File: src/rtl/uart_pkg.sv
// Shared UART definitions: state encoding, frame-format codes and the
// oversampling default. Used by the transmit engine and by the receiver.
package uart_pkg;

    // Transmit state encoding
    localparam logic [2:0] ST_IDLE   = 3'd0;
    localparam logic [2:0] ST_LOAD   = 3'd1;
    localparam logic [2:0] ST_START  = 3'd2;
    localparam logic [2:0] ST_DATA   = 3'd3;
    localparam logic [2:0] ST_PARITY = 3'd4;
    localparam logic [2:0] ST_STOP   = 3'd5;

    // Parity field codes; 2'b11 is reserved and behaves like none
    localparam logic [1:0] PAR_NONE = 2'b00;
    localparam logic [1:0] PAR_ODD  = 2'b01;
    localparam logic [1:0] PAR_EVEN = 2'b10;

    // DataBits field codes; anything without bit 2 set means 5 bits
    localparam logic [2:0] DB5 = 3'b100;
    localparam logic [2:0] DB6 = 3'b101;
    localparam logic [2:0] DB7 = 3'b110;
    localparam logic [2:0] DB8 = 3'b111;

    // Baud16Tick pulses per bit period
    localparam int OVERSAMPLE_DEFAULT = 16;

    // Index of the last data bit of a character (4 for 5 bits .. 7 for 8 bits)
    function automatic logic [2:0] last_data_index(input logic [2:0] data_bits);
        logic [2:0] idx;
        if (data_bits[2]) begin
            idx = 3'd4 + {1'b0, data_bits[1:0]};
        end else begin
            idx = 3'd4 + {1'b0, DB5[1:0]};
        end
        return idx;
    endfunction

    // Only odd and even produce a parity bit on the line
    function automatic logic parity_enabled(input logic [1:0] parity);
        return (parity == PAR_ODD) || (parity == PAR_EVEN);
    endfunction

endpackage

File: src/rtl/uart_tx_engine.sv
// UART transmit serializer. Pops a character from the TX FIFO and shifts
// it out on TXD as start, LSB-first data, optional parity and stop bits,
// with every bit lasting OVERSAMPLE Baud16Tick pulses.
module uart_tx_engine
    import uart_pkg::*;
#(
    parameter int OVERSAMPLE = OVERSAMPLE_DEFAULT,
    parameter int DATA_W     = 8
) (
    input  logic              DSP_CLK,
    input  logic              RESETn,
    input  logic              Baud16Tick,
    input  logic              UARTEn,
    input  logic              TxEn,
    input  logic [1:0]        Parity,
    input  logic              StopBits,
    input  logic [2:0]        DataBits,
    input  logic              TxFIFO_Empty,
    input  logic [DATA_W-1:0] TxFIFO_RData,
    output logic              TxFIFO_RdEn,
    output logic              TXD,
    output logic              TxBusy,
    output logic              TxDone
);

    localparam int              CNT_W    = $clog2(OVERSAMPLE);
    localparam logic [CNT_W-1:0] CNT_LAST = CNT_W'(OVERSAMPLE - 1);

    logic [2:0]        state_q;
    logic [2:0]        state_d;
    logic [CNT_W-1:0]  tick_cnt_q;
    logic [2:0]        bit_idx_q;
    logic [DATA_W-1:0] shift_q;
    logic [DATA_W-1:0] shift_d;
    logic [1:0]        parity_lat_q;
    logic              stop_lat_q;
    logic [2:0]        last_idx_q;
    logic              parity_bit_q;
    logic              txd_q;
    logic              txd_d;
    logic              busy_q;
    logic              busy_d;
    logic              rd_en;
    logic              tx_done;

    logic              start_ok;
    logic              bit_end;
    logic              last_stop;
    logic [2:0]        load_last_idx;
    logic [DATA_W-1:0] load_mask;
    logic              parity_calc;

    assign start_ok      = UARTEn & TxEn & ~TxFIFO_Empty;
    assign bit_end       = Baud16Tick & (tick_cnt_q == CNT_LAST);
    assign last_stop     = (bit_idx_q == {2'b00, stop_lat_q});
    assign load_last_idx = last_data_index(DataBits);

    // Parity of the character being loaded, over the active data bits only
    always_comb begin
        load_mask = '0;
        for (int i = 0; i < DATA_W; i++) begin
            if (i <= int'(load_last_idx)) begin
                load_mask[i] = 1'b1;
            end
        end
        if (Parity == PAR_ODD) begin
            parity_calc = ~^(TxFIFO_RData & load_mask);
        end else begin
            parity_calc = ^(TxFIFO_RData & load_mask);
        end
    end

    // State register
    always_ff @(posedge DSP_CLK or negedge RESETn) begin
        if (!RESETn) begin
            state_q <= ST_IDLE;
        end else begin
            state_q <= state_d;
        end
    end

    // Next-state logic; dropping UARTEn aborts the frame from any state
    always_comb begin
        state_d = state_q;
        case (state_q)
            ST_IDLE:   if (start_ok) state_d = ST_LOAD;
            ST_LOAD:   state_d = ST_START;
            ST_START:  if (bit_end) state_d = ST_DATA;
            ST_DATA: begin
                if (bit_end && (bit_idx_q == last_idx_q)) begin
                    state_d = parity_enabled(parity_lat_q) ? ST_PARITY : ST_STOP;
                end
            end
            ST_PARITY: if (bit_end) state_d = ST_STOP;
            ST_STOP:   if (bit_end && last_stop) state_d = ST_IDLE;
            default:   state_d = ST_IDLE;
        endcase
        if (!UARTEn) begin
            state_d = ST_IDLE;
        end
    end

    // Output decode: pop strobe, done pulse, next shift value and next line level
    always_comb begin
        rd_en   = (state_q == ST_IDLE) & start_ok;
        tx_done = (state_q == ST_STOP) & bit_end & last_stop & UARTEn;
        shift_d = shift_q;
        if (state_q == ST_LOAD) begin
            shift_d = TxFIFO_RData;
        end else if ((state_q == ST_DATA) && bit_end) begin
            shift_d = shift_q >> 1;
        end
        case (state_d)
            ST_START:  txd_d = 1'b0;
            ST_DATA:   txd_d = shift_d[0];
            ST_PARITY: txd_d = parity_bit_q;
            default:   txd_d = 1'b1;
        endcase
        busy_d = (state_d != ST_IDLE);
    end

    // Registered line and busy outputs so TXD never glitches
    always_ff @(posedge DSP_CLK or negedge RESETn) begin
        if (!RESETn) begin
            txd_q  <= 1'b1;
            busy_q <= 1'b0;
        end else begin
            txd_q  <= txd_d;
            busy_q <= busy_d;
        end
    end

    // Character shift register plus the frame format frozen at LOAD
    always_ff @(posedge DSP_CLK or negedge RESETn) begin
        if (!RESETn) begin
            shift_q      <= '0;
            parity_lat_q <= PAR_NONE;
            stop_lat_q   <= 1'b0;
            last_idx_q   <= 3'd0;
            parity_bit_q <= 1'b0;
        end else begin
            shift_q <= shift_d;
            if (state_q == ST_LOAD) begin
                parity_lat_q <= Parity;
                stop_lat_q   <= StopBits;
                last_idx_q   <= load_last_idx;
                parity_bit_q <= parity_calc;
            end
        end
    end

    // Oversample counter; restarts at LOAD so the start bit times from state entry
    always_ff @(posedge DSP_CLK or negedge RESETn) begin
        if (!RESETn) begin
            tick_cnt_q <= '0;
        end else if ((state_q == ST_IDLE) || (state_q == ST_LOAD) || !UARTEn) begin
            tick_cnt_q <= '0;
        end else if (Baud16Tick) begin
            tick_cnt_q <= bit_end ? '0 : tick_cnt_q + 1'b1;
        end
    end

    // Bit counter for data and stop bits; zeroed on every state change
    always_ff @(posedge DSP_CLK or negedge RESETn) begin
        if (!RESETn) begin
            bit_idx_q <= 3'd0;
        end else if (state_q != state_d) begin
            bit_idx_q <= 3'd0;
        end else if (bit_end) begin
            bit_idx_q <= bit_idx_q + 3'd1;
        end
    end

    assign TxFIFO_RdEn = rd_en;
    assign TxDone      = tx_done;
    assign TXD         = txd_q;
    assign TxBusy      = busy_q;

endmodule

File: config.mk
export PLATFORM = sky130hd
export DESIGN_NAME = uart_tx_engine
export DESIGN_NICKNAME = d
export VERILOG_FILES = /design/src/rtl/uart_pkg.sv /design/src/rtl/uart_tx_engine.sv
export SDC_FILE = /design/constraint.sdc
export NUM_CORES = 1
export LEC_CHECK = 0
export ABC_AREA = 1
export BUFFER_PORTS_ARGS = -buffer_cell sky130_fd_sc_hd__buf_2
export CAP_MARGIN = 20
export CELL_PAD_IN_SITES_DETAIL_PLACEMENT = 0
export CELL_PAD_IN_SITES_GLOBAL_PLACEMENT = 1
export CORE_UTILIZATION = 41
export DETAILED_ROUTE_END_ITERATION = 8
export HOLD_SLACK_MARGIN = 0.08
export PLACE_DENSITY = 0.9
export SYNTH_ARGS = -nofsm -noshare
export SYNTH_HDL_FRONTEND = slang
export SYNTH_SLANG_ARGS = --single-unit
File: constraint.sdc
create_clock -name DSP_CLK -period 2 [get_ports DSP_CLK]
set_input_delay 0.2 -clock DSP_CLK [delete_from_list [all_inputs] [get_ports DSP_CLK]]
set_output_delay 0.2 -clock DSP_CLK [all_outputs]
set_load 0.02 [all_outputs]
==> summary.md <==
| Metric | Value |
|---|---|
| Most area-hungry cell type in the Yosys netlist | sky130_fd_sc_hd__dfrtp_1 |
| Setup ws final | 0.131 ns |
| Vertical die dimension | around 63 um |
| Share of cells above drive strength 1 | 0.199 |
| Post-synthesis sequential area ratio | 0.439 |
| Max VDD drop | 0.409 mV |
| Area Growth Syn to Fin | 15.1% |
| Setup Fix Bufs, Post-CTS | 0 |
| Largest family of logic cells by synthesized area | simple AND/OR/NAND/NOR gates |
| Area share of the largest cell type after synthesis | 0.422 |
| Post-Synthesis Cells | slightly below 200 |
| Total design power | around 1.2 mW |
| Root buffer cell | sky130_fd_sc_hd__clkbuf_8 |
| Number of hold violations in the final report | 0 |
| Placed Cells | 267 |
| Setup slack, reg-to-reg | 0.32 ns |
| Number of global-route vias before repair | 1218 |
| Antenna violations before repair | 0 |
| Global Route Usage Sum | 0.159 |
| Total CTS buffers | 3 |
| Die Wd | 63.3 um |
| Drt pass-1 iters | 4 |
| Class of the tightest hold or removal check | in -> reg |
| Post-DRT Antenna Nets | 0 |
| FMAX | ~540 MHz |
| Seq cells post-synth | 27 |
| Register clock-pin slew on the reported worst setup and hold paths | 0.09 ns |
| Count of port buffers added during placement | 23 |
| Final Routed Wirelength | 2880 um |
| Worst slack, placed | 0.332 ns |
| Source-to-sink clock delay at the later pin of the worst-skew pair | approximately 0.27 ns |
| Drt wl/cell | 10.6 um |
| Portion of netlist area occupied by mux cells | 0 |
| Remaining max-slew budget at the tightest pin | 0.603 |
| Final Cycle Share | 0.934 |
| Average cell area after synthesis | 7.79 um^2 |
| Data arrival, critical path | 1.67 ns |
| Row cnt | 21 |
| Core region area | 3470 um^2 |
| RD Place Congestion | 0.852 |
| Power density over the cells | 684 nW/um^2 |
| Synthesis warning total | 0 |
| Area of the mapped netlist | 1540 um^2 |
| Final instance count without filler cells | between 200 and 300 |
| Unrepaired setup endpoints after global routing | false |
| Detail Placement HPWL | 2330 um |
| Post-route clock skew | 0.00947 ns |
| Main area contributors after synthesis | sky130_fd_sc_hd__dfrtp_1 42%, sky130_fd_sc_hd__nand2_1 13%, sky130_fd_sc_hd__inv_1 8.3%, sky130_fd_sc_hd__xor2_1 4.0%, sky130_fd_sc_hd__nand3_1 3.9% |
| Vias | 1291 |
| Total gr overflow | 0 |
| Synth Area in Simple Gates | 0.308 |
| Number of filler instances in the final layout | 367 |
| Fin crit period | between 1.5 and 2 ns |
| Number of DRC markers after the initial detailed-route iteration | 55 |
| Layout net count | approximately 250 |
| TritonCTS clock tree | done |
| Boundary pin count | 24 |
| Final max-slew violation count | 0 |
| Area share of xor/xnor cells in the synthesized design | 0.0681 |
| Category of the worst setup path capture point | primary output |
| Die ar. | 4010 um^2 |
| Maximum number of pins on one net before global-route repair | 28 |
| Slew at the pin closest to its max-slew limit | between 0.5 and 0.6 ns |
| Data required, critical path | around 1.8 ns |
| Net count after synthesis | between 200 and 250 |
| Summed negative setup slack over all endpoints | 0 ns |
| H-tree Lvls | 1 |
| Vias per Instance | ~4.7 |
| Number of buffers between clock root and the deepest sink | 2 |
| Run status | completed |
| Wire length of the first global-routing pass | 5000 um |
| Number of antenna repair diodes | 0 |
| Total leakage power | approximately 0.9 nW |
| Number of setup violations in the final report | 0 |
| Remaining design rule violation count | 0 |
| Compound-cell area share of the yosys netlist | 0.0811 |
| Synth cell types | 29 |
| # clock sinks | 27 |
| Initial core utilization | 0.445 |
| Category of the worst setup path launch point | flip-flop |
| CP max FO | 6 |
| Worst Setup Path Type | reg -> out |
| Total of max-cap violations | 0 |
| Adder and majority cell fraction of the synthesized area | 0.0162 |
==> final timing paths <==
kind	from	endpoint	depth (start not counted)
min in group asynchronous	RESETn	parity_lat_q[0]	2
hold / removal	Parity[1]	parity_lat_q[1]	3
max in group asynchronous	RESETn	state_q[2]	2
setup / recovery	tick_cnt_q[0]	TxDone	4
hold reg to reg	last_idx_q[2]	last_idx_q[2]	2
setup reg to reg	tick_cnt_q[0]	bit_idx_q[2]	12
==> report_power, final <==
group / internal [mW] / switching (mW)
combinational: 0.105 / 0.137
sequential: 0.628 / 0.0465
clock: 0.139 / 0.157
total: 0.873 / 0.341
==> synthesized netlist by cell type (all sizes together) <==
library cell / number
a21oi: 3
nor3b: 1
nand4: 5
dfstp: 1
clkbuf: 1
nand2: 58
nor3: 2
o21ai: 7
nor2: 19
nand3: 13
o22ai: 3
nor4: 1
xnor2: 5
o221ai: 3
inv: 35
xor2: 7
or2: 2
o211ai: 3
a22oi: 1
ha: 2
dfrtp: 26
==> flip-flops by register name, indices dropped and copies added, names as in the netlist <==
| name | cells |
|---|---|
| parity_bit_q | 1 |
| stop_lat_q | 1 |
| tick_cnt_q | 4 |
| bit_idx_q | 3 |
| parity_lat_q | 2 |
| state_q | 3 |
| TXD | 1 |
| shift_q | 8 |
| last_idx_q | 3 |
| TxBusy | 1 |
==> cells by family (layout without fill, tap and decap cells) <==
group / count (synthesis) / after routing
and+or+nand+nor: 101 / 101
buffers and inverters: 36 / 64
DFF: 27 / 27
AOI/OAI and AO/OA: 20 / 20
xor gates and xnor gates: 12 / 12
adders and majority gates: 2 / 2
==> metrics by stage <==
step                instance area (um^2)  hold WS, ns  utilization
finish                              1780        0.135        0.512
global route                        1780        0.128        0.512
CTS                                 1780        0.133        0.512
detailed placement                  1720        0.232        0.496
global placement                    1720        0.236        0.496
floorplan                           1540      -0.0956            -
==> routing by layer <==
layer,routed length (um),up-vias,part of all wire,track usage
li1,-,682,-,-
met1,1410,593,0.49,0.202
met2,1380,12,0.48,0.270
met3,65,4,0.023,0.0326
met4,23,0,0.0080,0.0511
met5,0,-,0,0
==> cells in the final DEF, fill, tap and decap left out <==
| cell type | instances |
|---|---|
| sky130_fd_sc_hd__nand3_2 | 1 |
| sky130_fd_sc_hd__nand4_2 | 1 |
| sky130_fd_sc_hd__clkinv_2 | 1 |
| sky130_fd_sc_hd__nor4_1 | 1 |
| sky130_fd_sc_hd__dfrtp_1 | 26 |
| sky130_fd_sc_hd__inv_2 | 1 |
| sky130_fd_sc_hd__nand3_1 | 12 |
| sky130_fd_sc_hd__o221ai_1 | 3 |
| sky130_fd_sc_hd__nor2_2 | 3 |
| sky130_fd_sc_hd__a21oi_1 | 3 |
| sky130_fd_sc_hd__ha_1 | 2 |
| sky130_fd_sc_hd__o21ai_0 | 6 |
| sky130_fd_sc_hd__dfstp_2 | 1 |
| sky130_fd_sc_hd__nor3b_1 | 1 |
| sky130_fd_sc_hd__clkbuf_8 | 3 |
| sky130_fd_sc_hd__buf_2 | 23 |
| sky130_fd_sc_hd__nand2_1 | 52 |
| sky130_fd_sc_hd__nor2_4 | 2 |
| sky130_fd_sc_hd__xnor2_1 | 5 |
| sky130_fd_sc_hd__nor3_1 | 2 |
| sky130_fd_sc_hd__nand2_4 | 1 |
| sky130_fd_sc_hd__o21ai_1 | 1 |
| sky130_fd_sc_hd__a22oi_1 | 1 |
| sky130_fd_sc_hd__xor2_1 | 7 |
| sky130_fd_sc_hd__or2_2 | 2 |
| sky130_fd_sc_hd__o22ai_1 | 3 |
| sky130_fd_sc_hd__inv_1 | 34 |
| sky130_fd_sc_hd__dlygate4sd3_1 | 1 |
| sky130_fd_sc_hd__nor2_1 | 14 |
| sky130_fd_sc_hd__nand4_1 | 4 |
| sky130_fd_sc_hd__buf_4 | 1 |
| sky130_fd_sc_hd__nand2_2 | 5 |
| sky130_fd_sc_hd__o211ai_1 | 3 |
==> critical path: stages, from the launching register on <==
cell                      delay, ns
sky130_fd_sc_hd__dfrtp_1       0.40
sky130_fd_sc_hd__ha_1          0.23
sky130_fd_sc_hd__nand4_2       0.22
sky130_fd_sc_hd__nor4_1        0.33
sky130_fd_sc_hd__buf_2         0.23
==> repair_timing <==
| item | in CTS | in global routing |
|---|---|---|
| endpoints found under the hold margin | 26 | 0 |
| hold buffers | 1 | 0 |
| resized for setup | 0 | 0 |
==> cell type report <==
type	instances	area, um^2	share of cell area
clock buffer	3	41.3	0.0233
clock inverter	1	5.00	0.00282
inverter	35	131	0.0740
multi-input combinational	135	731	0.412
sequential	27	677	0.381
tap	46	57.6	0.0324
timing repair buffer	25	133	0.0747
No activity file was read; power rests on OpenSTA's default activity.
